===== src/rtl/alu_op_sequencer_if.sv =====
// Instruction handshake and ALU control bundle between the sequencer and its surroundings.
// master: the sequencer; slave: fetch/datapath side.
interface alu_op_sequencer_if;
  logic        instr_valid;
  logic [31:0] instr;
  logic        instr_ready;
  logic        alu_zero;
  logic [3:0]  cu_aluOp;
  logic [4:0]  shamt;
  logic [4:0]  rs_addr;
  logic [4:0]  rt_addr;
  logic [4:0]  rd_addr;
  logic        reg_write;
  logic        branch_taken;
  logic        illegal;
  logic        busy;
  logic [31:0] instr_count;

  modport master (
    input  instr_valid, instr, alu_zero,
    output instr_ready, cu_aluOp, shamt, rs_addr, rt_addr, rd_addr,
           reg_write, branch_taken, illegal, busy, instr_count
  );

  modport slave (
    output instr_valid, instr, alu_zero,
    input  instr_ready, cu_aluOp, shamt, rs_addr, rt_addr, rd_addr,
           reg_write, branch_taken, illegal, busy, instr_count
  );
endinterface


===== src/rtl/alu_op_sequencer.sv =====
// Multi-cycle DECODE/EXEC/WB sequencer issuing cu_aluOp/shamt/addresses to the datapath ALU.
// Optional retired-instruction counter enabled by defining ALU_SEQ_INSTR_COUNT_EN.
module alu_op_sequencer #(
  parameter int unsigned MULDIV_CYCLES = 4,
  parameter logic [5:0]  BRANCH_OPCODE = 6'h10
) (
  input logic                clk,
  input logic                rst,
  alu_op_sequencer_if.master bus
);

  typedef enum logic [1:0] {StIdle, StDecode, StExec, StWb} state_e;

  state_e     state_q, state_d;
  logic [5:0] opcode_q;
  logic [4:0] rs_q, rt_q, rd_q, shamt_q;
  logic [3:0] cnt_q, cnt_d;

  logic       accept;
  logic       active;
  logic       is_nop, is_branch, is_alu, is_illegal, is_muldiv;
  logic [3:0] alu_op;

  assign accept = (state_q == StIdle) && bus.instr_valid;
  assign active = (state_q != StIdle);

  // Decode is purely a function of the captured opcode, so it stays stable until WB.
  always_comb begin
    is_nop     = (opcode_q == 6'h00);
    is_branch  = (opcode_q == BRANCH_OPCODE) && !is_nop;
    is_alu     = !is_nop && !is_branch && (opcode_q[5:4] == 2'b00);
    is_illegal = !is_nop && !is_branch && !is_alu;
    alu_op     = 4'b0000;
    if (is_branch) begin
      alu_op = 4'b0010;
    end else if (is_alu) begin
      alu_op = opcode_q[3:0];
    end
    is_muldiv  = is_alu && (alu_op inside {4'hC, 4'hD, 4'hE});
  end

  always_ff @(posedge clk) begin
    if (rst) begin
      opcode_q <= '0;
      rs_q     <= '0;
      rt_q     <= '0;
      rd_q     <= '0;
      shamt_q  <= '0;
    end else if (accept) begin
      opcode_q <= bus.instr[31:26];
      rs_q     <= bus.instr[25:21];
      rt_q     <= bus.instr[20:16];
      rd_q     <= bus.instr[15:11];
      shamt_q  <= bus.instr[10:6];
    end
  end

  always_ff @(posedge clk) begin
    if (rst) begin
      state_q <= StIdle;
      cnt_q   <= '0;
    end else begin
      state_q <= state_d;
      cnt_q   <= cnt_d;
    end
  end

  always_comb begin
    state_d = state_q;
    cnt_d   = cnt_q;
    unique case (state_q)
      StIdle: begin
        if (bus.instr_valid) begin
          state_d = StDecode;
        end
      end
      StDecode: begin
        if (is_nop) begin
          state_d = StWb;
        end else if (is_illegal) begin
          state_d = StIdle;
        end else begin
          state_d = StExec;
          // Counter holds remaining EXEC cycles after the current one.
          cnt_d   = is_muldiv ? 4'(MULDIV_CYCLES - 1) : 4'd0;
        end
      end
      StExec: begin
        if (cnt_q == 4'd0) begin
          state_d = StWb;
        end else begin
          cnt_d = cnt_q - 4'd1;
        end
      end
      StWb: begin
        state_d = StIdle;
      end
      default: begin
        state_d = StIdle;
      end
    endcase
  end

  assign bus.instr_ready  = !active;
  assign bus.busy         = active;
  assign bus.cu_aluOp     = active ? alu_op : 4'b0000;
  assign bus.shamt        = active ? shamt_q : 5'd0;
  assign bus.rs_addr      = active ? rs_q : 5'd0;
  assign bus.rt_addr      = active ? rt_q : 5'd0;
  assign bus.rd_addr      = active ? rd_q : 5'd0;
  assign bus.illegal      = (state_q == StDecode) && is_illegal;
  assign bus.reg_write    = (state_q == StWb) && is_alu && (rd_q != 5'd0);
  assign bus.branch_taken = (state_q == StWb) && is_branch && bus.alu_zero;

`ifdef ALU_SEQ_INSTR_COUNT_EN
  logic [31:0] count_q;

  always_ff @(posedge clk) begin
    if (rst) begin
      count_q <= '0;
    end else if (state_q == StWb) begin
      count_q <= count_q + 32'd1;
    end
  end

  assign bus.instr_count = count_q;
`else
  assign bus.instr_count = '0;
`endif

  logic unused_instr_low;
  assign unused_instr_low = ^bus.instr[5:0];

endmodule


===== src/flat_wrapper.sv =====
// flat-port wrapper written by rule: the top's interface ports become plain ports
module alu_op_sequencer_flat 
#(
  parameter int unsigned MULDIV_CYCLES = 4,
  parameter logic [5:0]  BRANCH_OPCODE = 6'h10
)
  (clk, rst, bus_instr_valid, bus_instr, bus_alu_zero, bus_instr_ready, bus_cu_aluOp, bus_shamt, bus_rs_addr, bus_rt_addr, bus_rd_addr, bus_reg_write, bus_branch_taken, bus_illegal, bus_busy, bus_instr_count);
  alu_op_sequencer_if bus_i ();
  input logic clk;
  input logic rst;
  input wire logic [$bits(bus_i.instr_valid)-1:0] bus_instr_valid;
  input wire logic [$bits(bus_i.instr)-1:0] bus_instr;
  input wire logic [$bits(bus_i.alu_zero)-1:0] bus_alu_zero;
  output wire logic [$bits(bus_i.instr_ready)-1:0] bus_instr_ready;
  output wire logic [$bits(bus_i.cu_aluOp)-1:0] bus_cu_aluOp;
  output wire logic [$bits(bus_i.shamt)-1:0] bus_shamt;
  output wire logic [$bits(bus_i.rs_addr)-1:0] bus_rs_addr;
  output wire logic [$bits(bus_i.rt_addr)-1:0] bus_rt_addr;
  output wire logic [$bits(bus_i.rd_addr)-1:0] bus_rd_addr;
  output wire logic [$bits(bus_i.reg_write)-1:0] bus_reg_write;
  output wire logic [$bits(bus_i.branch_taken)-1:0] bus_branch_taken;
  output wire logic [$bits(bus_i.illegal)-1:0] bus_illegal;
  output wire logic [$bits(bus_i.busy)-1:0] bus_busy;
  output wire logic [$bits(bus_i.instr_count)-1:0] bus_instr_count;
  assign bus_i.instr_valid = bus_instr_valid;
  assign bus_i.instr = bus_instr;
  assign bus_i.alu_zero = bus_alu_zero;
  assign bus_instr_ready = bus_i.instr_ready;
  assign bus_cu_aluOp = bus_i.cu_aluOp;
  assign bus_shamt = bus_i.shamt;
  assign bus_rs_addr = bus_i.rs_addr;
  assign bus_rt_addr = bus_i.rt_addr;
  assign bus_rd_addr = bus_i.rd_addr;
  assign bus_reg_write = bus_i.reg_write;
  assign bus_branch_taken = bus_i.branch_taken;
  assign bus_illegal = bus_i.illegal;
  assign bus_busy = bus_i.busy;
  assign bus_instr_count = bus_i.instr_count;
  alu_op_sequencer #(.MULDIV_CYCLES(MULDIV_CYCLES), .BRANCH_OPCODE(BRANCH_OPCODE)) u_core (.clk(clk), .rst(rst), .bus(bus_i));
endmodule

===== config.mk =====
export PLATFORM = sky130hd
export DESIGN_NAME = alu_op_sequencer_flat
export DESIGN_NICKNAME = d
export VERILOG_FILES = /design/src/rtl/alu_op_sequencer_if.sv /design/src/rtl/alu_op_sequencer.sv /design/src/flat_wrapper.sv
export SDC_FILE = /design/constraint.sdc
export NUM_CORES = 1
export LEC_CHECK = 0
export CORE_ASPECT_RATIO = 2
export CORE_UTILIZATION = 35
export CTS_CLUSTER_DIAMETER = 60
export DETAILED_ROUTE_END_ITERATION = 10
export HOLD_SLACK_MARGIN = 0.08
export PLACE_DENSITY = 0.79
export REMOVE_ABC_BUFFERS = 1
export SYNTH_ARGS = -nofsm -noshare
export SYNTH_HDL_FRONTEND = slang
export SYNTH_SLANG_ARGS = --single-unit

===== constraint.sdc =====
create_clock -name clk -period 1.8 [get_ports clk]
set_input_delay 0.36 -clock clk [delete_from_list [all_inputs] [get_ports clk]]
set_output_delay 0.36 -clock clk [all_outputs]
set_load 0.03 [all_outputs]

* Yosys cells after proc, flatten, opt, wreduce, memory -nomap -nowiden
Cells that the tools add are included.
** Cells by class
- Reduce and logical (&&, ||, !) cells :: 25
- Add/sub/neg operators :: 1
- Multiplexer cells :: 17
- Equality and inequality tests :: 12
** Operators with widths (count)
- 4-bit 2-to-1 mux :: 6
- 5-bit 2-to-1 mux :: 4
- 4-bit == test, second input constant :: 3
- 1-bit logical AND :: 11
- 2-bit 2-to-1 mux :: 5
- 2-bit != test, second input constant :: 4
- 2-bit case mux with 4 select lines :: 1
- 4-bit case mux with 2 select lines :: 1
- 6-bit by 5-bit == test with 1-bit output, second input constant :: 1
- 6-bit zero test :: 1
- 5-bit nonzero test :: 1
- 2-bit == test, second input constant :: 2
- 1-bit zero test :: 4
- 2-bit zero test :: 2
- 4-bit zero test :: 1
- 4-bit AND reduction :: 1
- 2-bit nonzero test :: 2
- 4-bit by 1-bit subtractor with 4-bit output, second input constant :: 1
- 3-bit nonzero test :: 1
- 2-bit by 1-bit == test with 1-bit output, second input constant :: 1
- 2-bit by 1-bit != test with 1-bit output, second input constant :: 1
- 2-bit AND reduction :: 1
** Storage, ports and cells
- Logic and storage cells :: 62
- Register bits :: 32

* Longest topological paths before layout
Gate-level depths: netlist (run 1).
- Word-level depth :: 15
- Gate-level depth with buffers :: 8
- Depth with buffers taken out :: 6

* Worst setup path before layout (run 1)
OpenSTA, ideal clock, no wires.
- Kind :: reg-to-output
- From :: register u_core.state_q[0]
- To :: output port bus_cu_aluOp[1]
- Cell stages (with the launch flop) :: 5
- Path slack :: -0.179 ns
- Required time :: 1.440 ns
- Arrival :: 1.619 ns
- Cell sequence :: dfxtp_1 or2_2 clkbuf_1 inv_1 nor3_1
** On the way
- Word-level cells in the longest chain between the ends :: 2
** RTL lines
- start, declared :: line alu_op_sequencer.sv:14 : state_e state_q, state_d;
- start signal, assigned :: line alu_op_sequencer.sv:60 : state_q <= StIdle;
- start signal, assigned :: line alu_op_sequencer.sv:63 : state_q <= state_d;
- 2-bit nonzero test :: line alu_op_sequencer.sv:25 : assign active = (state_q != StIdle);
- 4-bit 2-to-1 mux :: line alu_op_sequencer.sv:106 : assign bus.cu_aluOp = active ? alu_op : 4'b0000;
- end, declared :: line flat_wrapper.sv:15 : output wire logic [$bits(bus_i.cu_aluOp)-1:0] bus_cu_aluOp;
No other way between the ends.

* Worst setup path in the final report (run 1)
- From :: register u_core.opcode_q[0]
- To :: output port bus_illegal
** On the way
- Word-level cells in the longest chain between the ends :: 9
** RTL lines
- start, declared :: line alu_op_sequencer.sv:15 : logic [5:0] opcode_q;
- start signal, assigned :: line alu_op_sequencer.sv:50 : opcode_q <= bus.instr[31:26];
- 6-bit zero test :: line alu_op_sequencer.sv:29 : is_nop = (opcode_q == 6'h00);
- 1-bit zero test :: line alu_op_sequencer.sv:30, alu_op_sequencer.sv:31, alu_op_sequencer.sv:32
- 1-bit logical AND :: line alu_op_sequencer.sv:30 : is_branch = (opcode_q == BRANCH_OPCODE) && !is_nop;
- 1-bit zero test :: line alu_op_sequencer.sv:31, alu_op_sequencer.sv:32
- 1-bit logical AND (*) :: line alu_op_sequencer.sv:31, alu_op_sequencer.sv:32
- 1-bit logical AND :: line alu_op_sequencer.sv:31 : is_alu = !is_nop && !is_branch && (opcode_q[5:4] == 2'b00);
- 1-bit zero test :: line alu_op_sequencer.sv:32 : is_illegal = !is_nop && !is_branch && !is_alu;
- 1-bit logical AND (*) :: line alu_op_sequencer.sv:32
- 1-bit logical AND (*) :: line alu_op_sequencer.sv:111 : assign bus.illegal = (state_q == StDecode) && is_illegal;
- end, declared :: line flat_wrapper.sv:22 : output wire logic [$bits(bus_i.illegal)-1:0] bus_illegal;
Every way passes the cells marked *; elsewhere a longest branch is shown, timed or not.

==> impl_metrics.ini, run 1 <==
[clocking]
cts_root_buffer = clkbuf_8
clock_path_buffers = 2
clk_latency_ns = 0.29
clk_pin_slew_ns = 0.07
h-tree-depth = 2
cts_tree = done
cts.sinks = 32
numCtsBuffers = 5
cts_hold_buf = 0

[finish]
antenna_cells = 0
layout.cells.non_filler = 367
layout-drive-gt1-share_pct = 26.5
finish.utilization_pct = 53.8
area_growth_pct = 48.4
fin_nets = 347

[worst_hold_path]
min_path_type = reg -> reg

[grt]
grtUsageTotal_pct = 18.7
grt_pass1_wl_um = 7200
first_global_vias = 1643
antenna_found_initial = 0
grt_start_max_net_pins = 34
overflow = 0

[floorplanning]
die_h_um = 102
start_util_pct = 36.3
fp.coreArea_um2 = 4820
die_w_um = 52.0
fp.dieArea_um2 = 5300
io_pins = 97
placement_rows = 36

[pwr]
peakVddDrop_v = 0.000803
total_power_mw = 2.56
power_leakage_nw = 1.15
power_density_nw_per_um2 = 986

[yosys]
ys_ff_latch = 32
ys.flop_type = dfxtp_1
yosys.area_share.xor_xnor_pct = 0
ys_seq_area_share_pct = 36.6
synth-compound-area-share_pct = 14.3
synth_top_family_by_area = simple AND/OR/NAND/NOR gates
synth_edf_count = 0
synthAdderAreaFrac_pct = 1.43
yosysTopAreaCellShare_pct = 36.6
syn_area_um2 = 1750
synth_area_leaders = dfxtp_1 (37%), buf_4 (15%), nand2_1 (12%)
synth_simple_gate_area_share_pct = 29.4
synth.most_common_cell = nand2_1
synth_commonest_cells = nand2_1 (56), buf_4 (34), dfxtp_1 (32)
async_flop_share_pct = 0
avgSynthCellArea_um2 = 7.67
synth.distinct_cells = 34
synth.area.mux_share_pct = 0.573
synthCells = 228
yosysTopAreaCell = dfxtp_1
ys_warn_count = 0

[placement]
dp.cells = 351
portBuffers = 58
place.gp.congestion = 0.830
place_worst_setup_slack_ns = -0.253
hpwl_um = 3220

[worst_setup_path]
reg2regPathDepth = 4
cp.arrival_ns = 1.53
regToRegEndpoint = u_core.state_q[0]$_SDFFE_PP0P_
critPathKind = reg -> out
start_kind = register
timing.rr.start = u_core.opcode_q[0]$_SDFFE_PP0P_
r2r_slack_ns = 0.05
path_max_fanout = 3
crit_start = u_core.opcode_q[0]$_SDFFE_PP0P_
cp-end-kind = output port
critical_path.endpoint = bus_illegal
worstPathRequired_ns = 1.44

[run_status]
violations = negative setup slack
status = finished, violations left

[drt]
num_vias = 1775
drc = 0
first_pass_iters = 4
ant_nets = 0
wl_um = 4810
wl_per_cell_um = 13.1
drt_iter0_drc = 28
viasPerCell = 4.84

[sta]
final.setup.worst_slack_ns = -0.0930
fin_skew_ns = 0.00686
grt_setup_unrepaired = yes
min_period_ns = 1.89
final-hold-violation-count = 0
period_share_pct = 105
max_freq_mhz = 528
slew_viol_final = 0
finalSetupViolCount = 4

[flow_run]
cap_violations = 0
## metal layers
metal / vias up / wire length (um) / GRT usage, % / part of all wire, %
li1: 852 / - / - / -
met5: - / 0 / 0 / 0
met4: 0 / 246 / 13.7 / 5.1
met3: 22 / 231 / 3.27 / 4.8
met2: 79 / 2670 / 34.2 / 56
met1: 822 / 1660 / 17.5 / 34
## stage by stage
stage                     hold slack, ns  setup TNS (ns)  instance area [um2]
after floorplan                    0.426           -4.35                 1570
after global placement             0.437           -1.11                 2390
after detailed placement           0.445           -1.25                 2390
after CTS                          0.452          -0.601                 2580
after global routing               0.475          -0.567                 2590
final                              0.449          -0.325                 2590
## worst max-delay path, stage by stage, from the launching register on
cell and delay (ns):
dfxtp_2 0.32, or4_4 0.54, a21oi_2 0.16, nor2b_1 0.06
buf_4 0.16
## where the power goes
group | switching [mW] | internal, mW | total, mW
logic | 0.593 | 0.446 | 1.04
clock network | 0.264 | 0.410 | 0.674
registers | 0.0538 | 0.791 | 0.845
## kinds of logic after synthesis
family / Yosys count
AND/OR/NAND/NOR: 104
buffers and inverters: 46
AO/OA/AOI/OAI: 42
flip-flops: 32
adder cells (fa/ha/maj): 2
multiplexers: 1
other: 1
## how the worst min path moves through the flow
stage	start	endpoint	slack, ns	cells past startpoint
2_1_floorplan	u_core.rs_q[0]$_SDFFE_PP0P_	u_core.rs_q[0]$_SDFFE_PP0P_	0.43	2
3_3_place_gp	u_core.shamt_q[1]$_SDFFE_PP0P_	u_core.shamt_q[1]$_SDFFE_PP0P_	0.44	2
3_5_place_dp	u_core.rs_q[4]$_SDFFE_PP0P_	u_core.rs_q[4]$_SDFFE_PP0P_	0.44	2
4_1_cts	u_core.rs_q[4]$_SDFFE_PP0P_	u_core.rs_q[4]$_SDFFE_PP0P_	0.45	2
5_1_grt	u_core.shamt_q[0]$_SDFFE_PP0P_	u_core.shamt_q[0]$_SDFFE_PP0P_	0.47	2
6_report	u_core.rt_q[1]$_SDFFE_PP0P_	u_core.rt_q[1]$_SDFFE_PP0P_	0.45	2
## state kept, by name (all words and copies together), names as in the netlist, named ones only
name / count
u_core.shamt_q: 5
u_core.cnt_q: 4
u_core.state_q: 1
u_core.opcode_q: 6
u_core.rd_q: 5
u_core.rs_q: 5
u_core.rt_q: 5
## placed cells by master, fill, tap and decap left out, drive strengths merged, types with 3 or more instances in the layout
| master | netlist | final |
|---|---|---|
| a21oi | 31 | 31 |
| nand2 | 56 | 56 |
| and3 | 4 | 4 |
| clkbuf | 6 | 12 |
| dfxtp | 32 | 32 |
| or2 | 2 | 4 |
| nor2 | 4 | 4 |
| and2 | 23 | 23 |
| clkdlybuf4s50 | 0 | 29 |
| buf | 37 | 46 |
| a211oi | 4 | 4 |
| inv | 3 | 3 |
| conb | 1 | 32 |
| clkdlybuf4s15 | 0 | 3 |
## repair_timing
action	in CTS	in global routing
setup endpoints to repair	29	19
pin swaps	5	5
cloned	1	2
buffers inserted	5	0
gates resized for setup	56	26
## final cells by class
cell class              instances  area (um2)
fillers                       462        2230
clock inverters                 2        35.0
repair buffers                 84         752
multi-input cells             183        1000
clock buffers                   6        72.6
flip-flops and latches         32         648
well taps                      57        71.3
inverters                       3        11.3
Power figures use the tool's default switching activity.
==> run 2, diff against run 1 <==
==> constraint.sdc (replaced) <==
create_clock -name clk -period 1.8 [get_ports clk]
set_input_delay 0.36 -clock clk [delete_from_list [all_inputs] [get_ports clk]]
set_output_delay 0.36 -clock clk [all_outputs]
set_load 0.02 [all_outputs]
==> impl_metrics.ini, run 2 (synthesized netlist as in run 1, its figures left out) <==
[worst_hold_path]
min_path_type = reg -> reg
whs_path_depth = 2
hold_end = u_core.rs_q[3]$_SDFFE_PP0P_
hold_path.startpoint = u_core.rs_q[3]$_SDFFE_PP0P_

[worst_setup_path]
worstPathRequired_ns = 1.44
timing.rr.start = u_core.opcode_q[2]$_SDFFE_PP0P_
start_kind = register
reg2regPathDepth = 5
r2r_slack_ns = -0.07
cp.arrival_ns = 1.57
critPathKind = reg -> out
cp-end-kind = output port
path_max_fanout = 3
regToRegEndpoint = u_core.state_q[0]$_SDFFE_PP0P_

[finish]
fin_nets = 341
layout-drive-gt1-share_pct = 24.7
layout_commonest_cell = nand2_1
finish.utilization_pct = 51.2
largest_reg_flops = 6
mostFrequentLayoutCells = nand2_1 (55), conb_1 (32), a21oi_1 (29), dfxtp_1 (29), clkdlybuf4s50_1 (29)
multi_input_area_um2 = 980
seqCellArea_um2 = 644
fill_cells = 490
top_register = u_core.opcode_q
antenna_cells = 0
area_growth_pct = 41.2

[clocking]
cts_root_buffer = clkbuf_8
h-tree-depth = 2
clock_path_buffers = 2
cts_tree = done
clk_pin_slew_ns = 0.07
numCtsBuffers = 5
clk_latency_ns = 0.28
cts.sinks = 32
cts_hold_buf = 0

[sta]
fin_setup_tns_ns = -0.323
whs_ns = 0.451
period_share_pct = 107
fin_skew_ns = 0.00490
grt_setup_unrepaired = yes
min_period_ns = 1.93
slew_viol_final = 0
final-hold-violation-count = 0
finalSetupViolCount = 4
max_freq_mhz = 517
final.setup.worst_slack_ns = -0.133

[drt]
drc = 0
wl_um = 4320
num_vias = 1682
drt_iter0_drc = 20
ant_nets = 0
wl_per_cell_um = 12.0
viasPerCell = 4.66
first_pass_iters = 4

[grt]
grt_start_max_net_pins = 34
grtUsageTotal_pct = 17.1
overflow = 0
antenna_found_initial = 0
first_global_vias = 1523
grt_pass1_wl_um = 6710

[run_status]
status = finished, violations left
violations = negative setup slack

[floorplanning]
fp.coreArea_um2 = 4820
io_pins = 97
die_w_um = 52.0
placement_rows = 36
die_h_um = 102
start_util_pct = 36.3
fp.dieArea_um2 = 5300

[placement]
hpwl_um = 3040
place.gp.congestion = 0.837
portBuffers = 58
place_worst_setup_slack_ns = -0.283

[pwr]
power_density_nw_per_um2 = 973
peakVddDrop_v = 0.000557
power_leakage_nw = 1.13

[flow_run]
cap_violations = 0
## run 2: changes by cell type in the layout (fill, tap and decap cells not counted), moves of 2 or more
cell             change
a211oi_1             -4
a211oi_2             +4
buf_2               +17
buf_4               -13
buf_6                -3
clkbuf_2             -3
clkdlybuf4s15_2      -3
dfxtp_1              +3
dfxtp_2              -3
dlygate4sd2_1        +2
## run 2: layer usage
layer | wire length, um | share of wire (%) | global-route usage, %
met2 | 2430 | 56 | 31.9
met1 | 1570 | 36 | 16.9
met5 | 0 | 0 | 0
met3 | 198 | 4.6 | 2.83
met4 | 115 | 2.7 | 10.2
## run 2: worst max-delay path by stage
| stage | depth (start not counted) | from | end |
|---|---|---|---|
| 2_1_floorplan | 5 | register | u_core.opcode_q[0]$_SDFFE_PP0P_ |
| 3_3_place_gp | 4 | bus_alu_zero | bus_branch_taken |
| 3_5_place_dp | 4 | bus_alu_zero | bus_branch_taken |
| 4_1_cts | 5 | u_core.opcode_q[3]$_SDFFE_PP0P_ | bus_reg_write |
| 5_1_grt | 5 | u_core.opcode_q[2]$_SDFFE_PP0P_ | bus_reg_write |
| 6_report | 5 | u_core.opcode_q[2]$_SDFFE_PP0P_ | bus_reg_write |
## run 2: worst max-delay path: stages, from the launching register on
cell	delay (ns)
dfxtp_2	0.33
or4_4	0.55
buf_6	0.14
nand4_1	0.08
a21oi_2	0.04
buf_4	0.16
## run 2: per-stage QoR
stage	instance area, um2	instances	total power, mW
after detailed placement	2410	351	1.71
after global routing	2470	361	2.54
after floorplan	1570	216	1.28
after CTS	2490	361	2.38
final	2470	361	2.40
after global placement	2410	351	1.70
## run 2: area by class of cell
class,count,area share (%)
clock inverters,2,1.42
inverters,3,0.456
well taps,57,2.89
clock buffers,6,2.94
multi-input cells,181,39.7
flip-flops and latches,32,26.1
repair buffers,80,26.5
## run 2: where the power goes
group | switching, mW | internal, mW
logic | 0.496 | 0.398
clock network | 0.264 | 0.410
registers | 0.0457 | 0.788
## run 2: repair_timing
item,CTS,global route
gates cloned,0,0
pin swaps,6,5
setup endpoints to repair,32,20
gates resized for setup,99,27
buffers inserted,2,0
==> run 3, diff against run 2 <==
PLACE_DENSITY = 0.74   (was 0.79)
==> impl_metrics.ini, run 3 (synthesized netlist as in run 1, its figures left out) <==
[worst_setup_path]
cp.arrival_ns = 2.10
path_max_fanout = 4
start_kind = register
critPathKind = reg -> reg
worstPathRequired_ns = 1.97
cp-end-kind = register

[finish]
mostFrequentLayoutCells = nand2_1 (55), conb_1 (32), a21oi_1 (30), dfxtp_1 (29), clkdlybuf4s50_1 (29)
antenna_cells = 0
layout_commonest_cell = nand2_1
fin_nets = 340
layout-drive-gt1-share_pct = 24.4
multi_input_area_um2 = 997
area_growth_pct = 42.2
largest_reg_flops = 6
top_register = u_core.opcode_q
seqCellArea_um2 = 644
finish.utilization_pct = 51.6
design_area_um2 = 2490
fill_cells = 467

[drt]
ant_nets = 0
viasPerCell = 4.60
first_pass_iters = 6
drc = 0
num_vias = 1655
drt_iter0_drc = 22
wl_um = 4300
wl_per_cell_um = 12.0

[worst_hold_path]
min_path_type = reg -> reg

[sta]
fin_setup_tns_ns = -0.376
fin_skew_ns = 0.00446
finalSetupViolCount = 4
final.setup.worst_slack_ns = -0.129
min_period_ns = 1.93
final-hold-violation-count = 0
slew_viol_final = 0
max_freq_mhz = 518
period_share_pct = 107
grt_setup_unrepaired = yes
whs_ns = 0.449

[grt]
first_global_vias = 1566
grt_pass1_wl_um = 6740
overflow = 0
antenna_found_initial = 0
grt_start_max_net_pins = 27
grtUsageTotal_pct = 17.0

[clocking]
h-tree-depth = 2
cts_tree = done
clk_latency_ns = 0.28
cts.sinks = 32
numCtsBuffers = 5
clk_pin_slew_ns = 0.07
clock_path_buffers = 2
cts_hold_buf = 0
cts_root_buffer = clkbuf_8

[run_status]
violations = negative setup slack
status = finished, violations left

[floorplanning]
die_w_um = 52.0
fp.coreArea_um2 = 4820
fp.dieArea_um2 = 5300
die_h_um = 102
io_pins = 97
placement_rows = 36
start_util_pct = 36.3

[placement]
place_worst_setup_slack_ns = -0.277
place.gp.congestion = 0.880
hpwl_um = 3090
portBuffers = 58
place_area_um2 = 2400

[pwr]
peakVddDrop_v = 0.000960
power_leakage_nw = 1.13
power_density_nw_per_um2 = 997

[flow_run]
cap_violations = 0
[run 3: worst paths after layout]
path,to,cells after the start,from,slack [ns]
setup / recovery,u_core.state_q[0]$_SDFFE_PP0P_,4,u_core.opcode_q[0]$_SDFFE_PP0P_,-0.13
hold / removal,u_core.rs_q[2]$_SDFFE_PP0P_,2,u_core.rs_q[2]$_SDFFE_PP0P_,0.45
setup reg to reg,u_core.state_q[0]$_SDFFE_PP0P_,4,u_core.opcode_q[0]$_SDFFE_PP0P_,-0.13
hold reg to reg,u_core.rs_q[2]$_SDFFE_PP0P_,2,u_core.rs_q[2]$_SDFFE_PP0P_,0.45
[run 3: metal layers]
metal / GRT usage (%) / vias up / share of wire [%]
met4: 9.15 / 0 / 3.4
met1: 16.8 / 733 / 35
met2: 31.9 / 76 / 56
met3: 2.98 / 13 / 5.0
li1: - / 833 / -
met5: 0 / - / 0
[run 3: cell type report]
| cell class | instances | area share, % |
|---|---|---|
| multi-input combinational | 181 | 40.1 |
| tap | 57 | 2.87 |
| timing repair buffer | 79 | 25.6 |
| sequential | 32 | 25.9 |
| inverter | 3 | 0.453 |
| clock buffer | 7 | 3.88 |
| clock inverter | 1 | 1.21 |
[run 3: power by group]
part / total [mW] / internal (mW) / switching [mW]
sequential: 0.837 / 0.788 / 0.0486
combinational: 0.891 / 0.392 / 0.499
clock: 0.751 / 0.488 / 0.263
[run 3: timing repair]
item	in CTS	in global routing
endpoints found under the hold margin	0	0
pin swaps	6	5
buffers inserted	1	1
gates resized for setup	97	31
setup endpoints to repair	31	25
[run 3: critical path, stage by stage (launching register included)]
cell and delay, ns:
dfxtp_2 0.34, or4_4 0.58, buf_6 0.15, or3_4 0.37, a2111oi_4 0.38
[run 3: per-stage QoR]
step | instances | total power [mW]
finish | 360 | 2.48
global route | 360 | 2.62
global placement | 351 | 1.68
detailed placement | 351 | 1.69
floorplan | 216 | 1.28
CTS | 360 | 2.48
